<file path="src/rtl/uart_rx.sv">
// 8N1 UART receiver timed by an external OVERSAMPLE x baud tick (rx_en).
// Samples mid-bit on the synchronized line and emits one-cycle valid/error pulses.
`timescale 1ns/1ps

module uart_rx #(
    parameter int OVERSAMPLE = 16
) (
    input  logic       clk,
    input  logic       rst_n,
    input  logic       rx_en,
    input  logic       RxD,
    output logic [7:0] rx_data,
    output logic       rx_valid,
    output logic       rx_err,
    output logic       rx_busy
);

    localparam int              TW        = $clog2(OVERSAMPLE);
    localparam logic [TW-1:0]   HALF_LAST = TW'(OVERSAMPLE / 2 - 1);
    localparam logic [TW-1:0]   FULL_LAST = TW'(OVERSAMPLE - 1);

    localparam logic [2:0] S_IDLE  = 3'd0;
    localparam logic [2:0] S_START = 3'd1;
    localparam logic [2:0] S_DATA  = 3'd2;
    localparam logic [2:0] S_STOP  = 3'd3;
    localparam logic [2:0] S_BREAK = 3'd4;

    logic          rxd_meta_q, rxd_s_q;
    logic [2:0]    state_q, state_d;
    logic [TW-1:0] tick_q, tick_d;
    logic [2:0]    bit_q, bit_d;
    logic [7:0]    shreg_q, shreg_d;
    logic [7:0]    data_q, data_d;
    logic          valid_q, valid_d;
    logic          err_q, err_d;

    // Synchronizer flops reset to the idle (high) line level so reset never looks like a START edge.
    always_ff @(posedge clk or negedge rst_n) begin
        if (!rst_n) begin
            rxd_meta_q <= 1'b1;
            rxd_s_q    <= 1'b1;
        end else begin
            rxd_meta_q <= RxD;
            rxd_s_q    <= rxd_meta_q;
        end
    end

    // NOTE: every next-state signal gets its hold value first, so no path leaves it unassigned (no latch).
    always_comb begin
        state_d = state_q;
        tick_d  = tick_q;
        bit_d   = bit_q;
        shreg_d = shreg_q;
        data_d  = data_q;
        valid_d = 1'b0;
        err_d   = 1'b0;
        if (rx_en) begin
            case (state_q)
                S_IDLE: begin
                    if (!rxd_s_q) begin
                        state_d = S_START;
                        tick_d  = '0;
                    end
                end
                S_START: begin
                    if (tick_q == HALF_LAST) begin
                        tick_d  = '0;
                        bit_d   = 3'd0;
                        state_d = rxd_s_q ? S_IDLE : S_DATA;
                    end else begin
                        tick_d = tick_q + 1'b1;
                    end
                end
                S_DATA: begin
                    if (tick_q == FULL_LAST) begin
                        shreg_d = {rxd_s_q, shreg_q[7:1]};
                        tick_d  = '0;
                        bit_d   = bit_q + 3'd1;
                        if (bit_q == 3'd7) begin
                            state_d = S_STOP;
                        end
                    end else begin
                        tick_d = tick_q + 1'b1;
                    end
                end
                S_STOP: begin
                    if (tick_q == FULL_LAST) begin
                        tick_d = '0;
                        if (rxd_s_q) begin
                            data_d  = shreg_q;
                            valid_d = 1'b1;
                            state_d = S_IDLE;
                        end else begin
                            err_d   = 1'b1;
                            state_d = S_BREAK;
                        end
                    end else begin
                        tick_d = tick_q + 1'b1;
                    end
                end
                S_BREAK: begin
                    if (rxd_s_q) begin
                        state_d = S_IDLE;
                    end
                end
                default: state_d = S_IDLE;
            endcase
        end
    end

    // NOTE: sequential state uses non-blocking assignments so all registers update from pre-edge values.
    always_ff @(posedge clk or negedge rst_n) begin
        if (!rst_n) begin
            state_q <= S_IDLE;
            tick_q  <= '0;
            bit_q   <= 3'd0;
            shreg_q <= 8'h00;
            data_q  <= 8'h00;
            valid_q <= 1'b0;
            err_q   <= 1'b0;
        end else begin
            state_q <= state_d;
            tick_q  <= tick_d;
            bit_q   <= bit_d;
            shreg_q <= shreg_d;
            data_q  <= data_d;
            valid_q <= valid_d;
            err_q   <= err_d;
        end
    end

    assign rx_data  = data_q;
    assign rx_valid = valid_q;
    assign rx_err   = err_q;
    assign rx_busy  = (state_q != S_IDLE);

endmodule

</file>
<file path="config.mk">
export PLATFORM = sky130hd
export DESIGN_NAME = uart_rx
export DESIGN_NICKNAME = d
export VERILOG_FILES = /design/src/rtl/uart_rx.sv
export SDC_FILE = /design/constraint.sdc
export NUM_CORES = 1
export LEC_CHECK = 0
export CAP_MARGIN = 20
export CORE_MARGIN = 5
export CORE_UTILIZATION = 25
export DETAILED_ROUTE_END_ITERATION = 7
export DONT_BUFFER_PORTS = 1
export GPL_ROUTABILITY_DRIVEN = 0
export SETUP_SLACK_MARGIN = 0.1
export SYNTH_ARGS = -nofsm -noshare
export SYNTH_HDL_FRONTEND = slang
export SYNTH_SLANG_ARGS = --single-unit
</file>
<file path="constraint.sdc">
create_clock -name clk -period 4.7 [get_ports clk]
set_input_delay 0.705 -clock clk [delete_from_list [all_inputs] [get_ports clk]]
set_output_delay 0.705 -clock clk [all_outputs]
set_load 0.005 [all_outputs]
</file>
## Word-level counts from Yosys, hierarchy flattened

Cells that the tools add are included.

- Mux-type cells: 24
- Reduce and logical (&&, ||, !) cells: 10
- $add $sub $neg: 2
- Eq/ne operators: 13

Operator list:

| cell | number |
|---|---|
| 2-to-1 mux 3 bit | 9 |
| case mux 3 bit (5 select lines) | 1 |
| 2-to-1 mux 4 bit | 3 |
| inequality test 2 bit, second input constant | 6 |
| case mux 4 bit (3 select lines) | 1 |
| 2-to-1 mux 1 bit | 8 |
| AND reduction 4 bit | 2 |
| AND reduction 7 bit | 1 |
| equality test 3 x 2 -> 1 bit, second input constant | 2 |
| equality test 3 bit, second input constant | 2 |
| case mux 3 bit (2 select lines) | 1 |
| AND reduction 3 bit | 2 |
| nonzero test 3 bit | 2 |
| adder 4 x 1 -> 4 bit, second input constant | 1 |
| equality test 4 x 3 -> 1 bit, second input constant | 1 |
| equality test 4 bit, second input constant | 1 |
| adder 3 x 1 -> 3 bit, second input constant | 1 |
| equality test 3 x 1 -> 1 bit, second input constant | 1 |
| zero test 3 bit | 1 |
| 2-to-1 mux 2 bit | 1 |
| nonzero test 2 bit | 1 |
| OR reduction 2 bit | 1 |

- Input bits: 4
- Word-level logic and storage cells: 58
- Register bits: 30

## Longest topological paths before layout

- Word-level depth: 4
- Mapped depth: 5
- Mapped depth without buffers: 5

## Worst setup path before layout

No wires, ideal clock.

- Kind: flip-flop to output port
- Start point: reg state_q[1]
- End point: out rx_busy
- Arrival time: 0.904 ns
- Cell stages (with the launch flop): 3
- Data required time: 3.995 ns
- Path slack: 3.091 ns
- Cell sequence: dfrtp_1 > buf_2 > or3_1

- Word-level cells in the longest chain between the ends: 1

RTL lines:

| element | line | text |
|---|---|---|
| from (decl) | 29 | `logic [2:0] state_q, state_d;` |
| from (signal assigned) | 122 | `state_q <= state_d;` |
| nonzero test 3 bit | 135 | `assign rx_busy = (state_q != S_IDLE);` |
| to (decl) | 15 | `output logic rx_busy` |

No other way between the ends.

## Worst setup path in the final report

Same ends and word-level chain as after synthesis.

==> metrics.txt <==
syn_nets 114; cell type group with the largest total delay on the critical path flip-flops; cell-by-cell trace of the critical path or3_1; worst min-delay path class in -> async; TritonCTS clock tree yes; sw frac 32.1%; floorplan core area 5440 µm²; final global-route overflow total 0; cells taking the most area after synthesis dfrtp_1 51%, mux2_2 12%, dfstp_2 3.8%, nor2_8 2.9%, ha_1 2.7%; Detailed Route WL 2380 µm; ys flop type dfrtp_1; total number of vias 839; Setup-failing EPs final 0; post-route standard cell area excluding fillers 1540 µm²; global-route wire length before repair 4350 µm; initial antenna violation count 0; std cell rows 27; detail-routed net length per standard cell 12.9 µm; reg-to-reg endpoint shreg_q[4]$_DFFE_PN0P_; proportion of synthesized chip area in sequential cells 54.8%; worst supply voltage drop on vdd 0.215 mV; part of the cycle the worst path needs 40.9%; remaining routing DRC violations 0; fraction of final layout cells with drive strength greater than 1 28.6%; vias in the first global route 937; HPWL after detailed placement 1770 µm; Antenna Cells 0; count of buffers inserted at the top-level ports 0; FFs w/ async S/R, synth 100%; sequential cell fraction of total power 48.9%; critical path buffer and inverter count 0; number of hold violations in the final report 0; largest net degree at the start of global routing 31; maximum frequency from static timing analysis 520 MHz; Power Dens Cells 502 nW/µm²; buffer type at the clock tree root clkbuf_8; final worst path period need 1.92 ns; Total Die Area 7080 µm²; Synth top area share 51.0%; synthesized instance count 107; endpoint class of the critical path primary output; Synthesis Warnings 0; status completed; Internal 0.524 mW; Worst Reg2Reg Path Length in Cells 4; total routing resource utilization after global routing 7.71%; Setup TNS 0 ns; count of state elements after synthesis 30; cell area reported after detailed placement 1450 µm²; Num CTS Buffers 5; start of the worst register-to-register path state_q[1]$_DFFE_PN0P_; worst rel slew slack 74.0%; clock slew at reported path FFs 0.06 ns; length of the first detailed-routing pass in iterations 4; worst-case clock buffer depth 2; most frequent cells after synthesis 28 x dfrtp_1, 15 x mux2_2, 7 x nand2_1, 5 x nor3_1; count of flip-flops with a built-in enable after synthesis 0; initial drt markers 20; combinational share of power 24.5%; worst slew pin tran 0.390 ns; width of the chip 84.1 µm; final-layout fill cell count 560; Area Overhead vs Synth 11.9%; Max FO, Critical Path 13; total leakage power 0.719 nW; worst clock skew on the final layout 0.00219 ns; Starting Density 25.3%; category of the critical setup timing path reg -> out; Hold Buf Count CTS 0; unique cell type count in the Yosys netlist 35; number of max-capacitance violations reported 0; number of post-CTS setup repair buffers 0; most frequent cell after synthesis dfrtp_1; Post-Synthesis Cell Area 1370 µm²; fraction of power consumed by the clock network 26.6%; die extent in y 84.1 µm; worst reg2reg setup slack 3.05 ns; post-cts gate resize count 0; unrepaired setup endpoints after global routing no; boundary pin count 15; total net switching power 0.247 mW; CP required 3.99 ns; clock network latency to the later pin of the worst-skew pair 0.27 ns; antenna violation net count after detailed routing 0; arrival time worst endpoint 1.22 ns; H-tree Lvls 2; type of element launching the critical path flip-flop; number of nets in the layout 118; average cell area after synthesis 12.8 µm²; final max-slew violation count 0; final core utilization 28.3%; Synth area leader dfrtp_1; number of sinks on the clock net 30; cell with the biggest individual delay on the critical path dfrtp_1; delay contributed by the slowest stage of the critical path 0.50 ns; Via density 4.56
[cell type report]
class	count	area (µm²)	share of cell area [%]
Inverter	4	15.0	0.976
Tap cell	72	90.1	5.86
Multi-Input combinational cell	70	588	38.2
Clock inverter	1	5.00	0.325
Sequential cell	30	753	49.0
Clock buffer	7	86.3	5.61
[flip-flops by register name, indices dropped and copies added, names as in the netlist]
signal      cells
rxd_s_q         1
rx_valid        1
bit_q           3
tick_q          4
shreg_q         8
rxd_meta_q      1
state_q         3
rx_data         8
rx_err          1
[layer usage]
layer	vias to the layer above	routed length (µm)	track usage [%]
met5	-	0	0
met4	0	48	3.65
met3	3	188	3.53
met2	24	1220	12.9
met1	424	920	8.26
li1	388	-	-
[worst max-delay path by stage]
stage                     depth (start not counted)              startpoint                     end
after CTS                                         1  state_q[1]$_DFFE_PN0P_                 rx_busy
after detailed placement                          4  state_q[1]$_DFFE_PN0P_  shreg_q[3]$_DFFE_PN0P_
after global routing                              1  state_q[1]$_DFFE_PN0P_                 rx_busy
final                                             1  state_q[1]$_DFFE_PN0P_                 rx_busy
after global placement                            3                   rx_en  rx_data[1]$_DFFE_PN0P_
after floorplan                                   2  state_q[1]$_DFFE_PN0P_                 rx_busy
[power by group through the flow]
stage,clock network (mW),logic (mW),registers [mW]
floorplan,0,0.181,0.351
global placement,0,0.176,0.376
detailed placement,0,0.191,0.383
CTS,0.213,0.193,0.378
global route,0.229,0.215,0.388
finish,0.205,0.189,0.377
[placed cells by master, fill, tap and decap left out, drive strengths merged]
| cell type | Yosys | routed |
|---|---|---|
| nand2 | 7 | 7 |
| mux2i | 2 | 2 |
| a21o | 2 | 2 |
| mux2 | 17 | 17 |
| inv | 4 | 4 |
| nand4 | 2 | 2 |
| nand3 | 2 | 2 |
| ha | 3 | 3 |
| a22o | 2 | 2 |
| nor3 | 6 | 6 |
| nor2 | 7 | 7 |
| dfstp | 2 | 2 |
| a22oi | 1 | 1 |
| o22ai | 1 | 1 |
| nor4bb | 1 | 1 |
| nor3b | 1 | 1 |
| o21ai | 3 | 3 |
| dfrtp | 28 | 28 |
| clkbuf | 0 | 7 |
| clkinv | 0 | 1 |
| a21oi | 4 | 4 |
| o31ai | 2 | 2 |
| nor2b | 2 | 2 |
| o41ai | 1 | 1 |
| xor2 | 1 | 1 |
| nand2b | 2 | 2 |
| or3 | 1 | 1 |
[cells by family (layout without fill, tap and decap cells)]
logic type               count (synthesis)  count (layout)  synth area share, %
AND/OR/NAND/NOR                         31              31                 16.4
multiplexers                            19              19                 15.4
flip-flops                              30              30                 54.8
adder cells (fa/ha/maj)                  3               3                 2.73
AO/OA/AOI/OAI                           16              16                 7.65
buffers and inverters                    7              12                 2.37
XOR/XNOR                                 1               1                0.638
[per-stage QoR]
stage	power [mW]	hold WS (ns)	cells	setup WS [ns]
6_report	0.772	0.121	184	2.78
5_1_grt	0.833	0.0963	184	2.70
4_1_cts	0.783	0.108	184	2.77
3_5_place_dp	0.574	0.351	176	3.06
3_3_place_gp	0.553	0.348	176	3.07
2_1_floorplan	0.532	0.345	107	3.09
No activity file was read; power rests on OpenSTA's default activity.
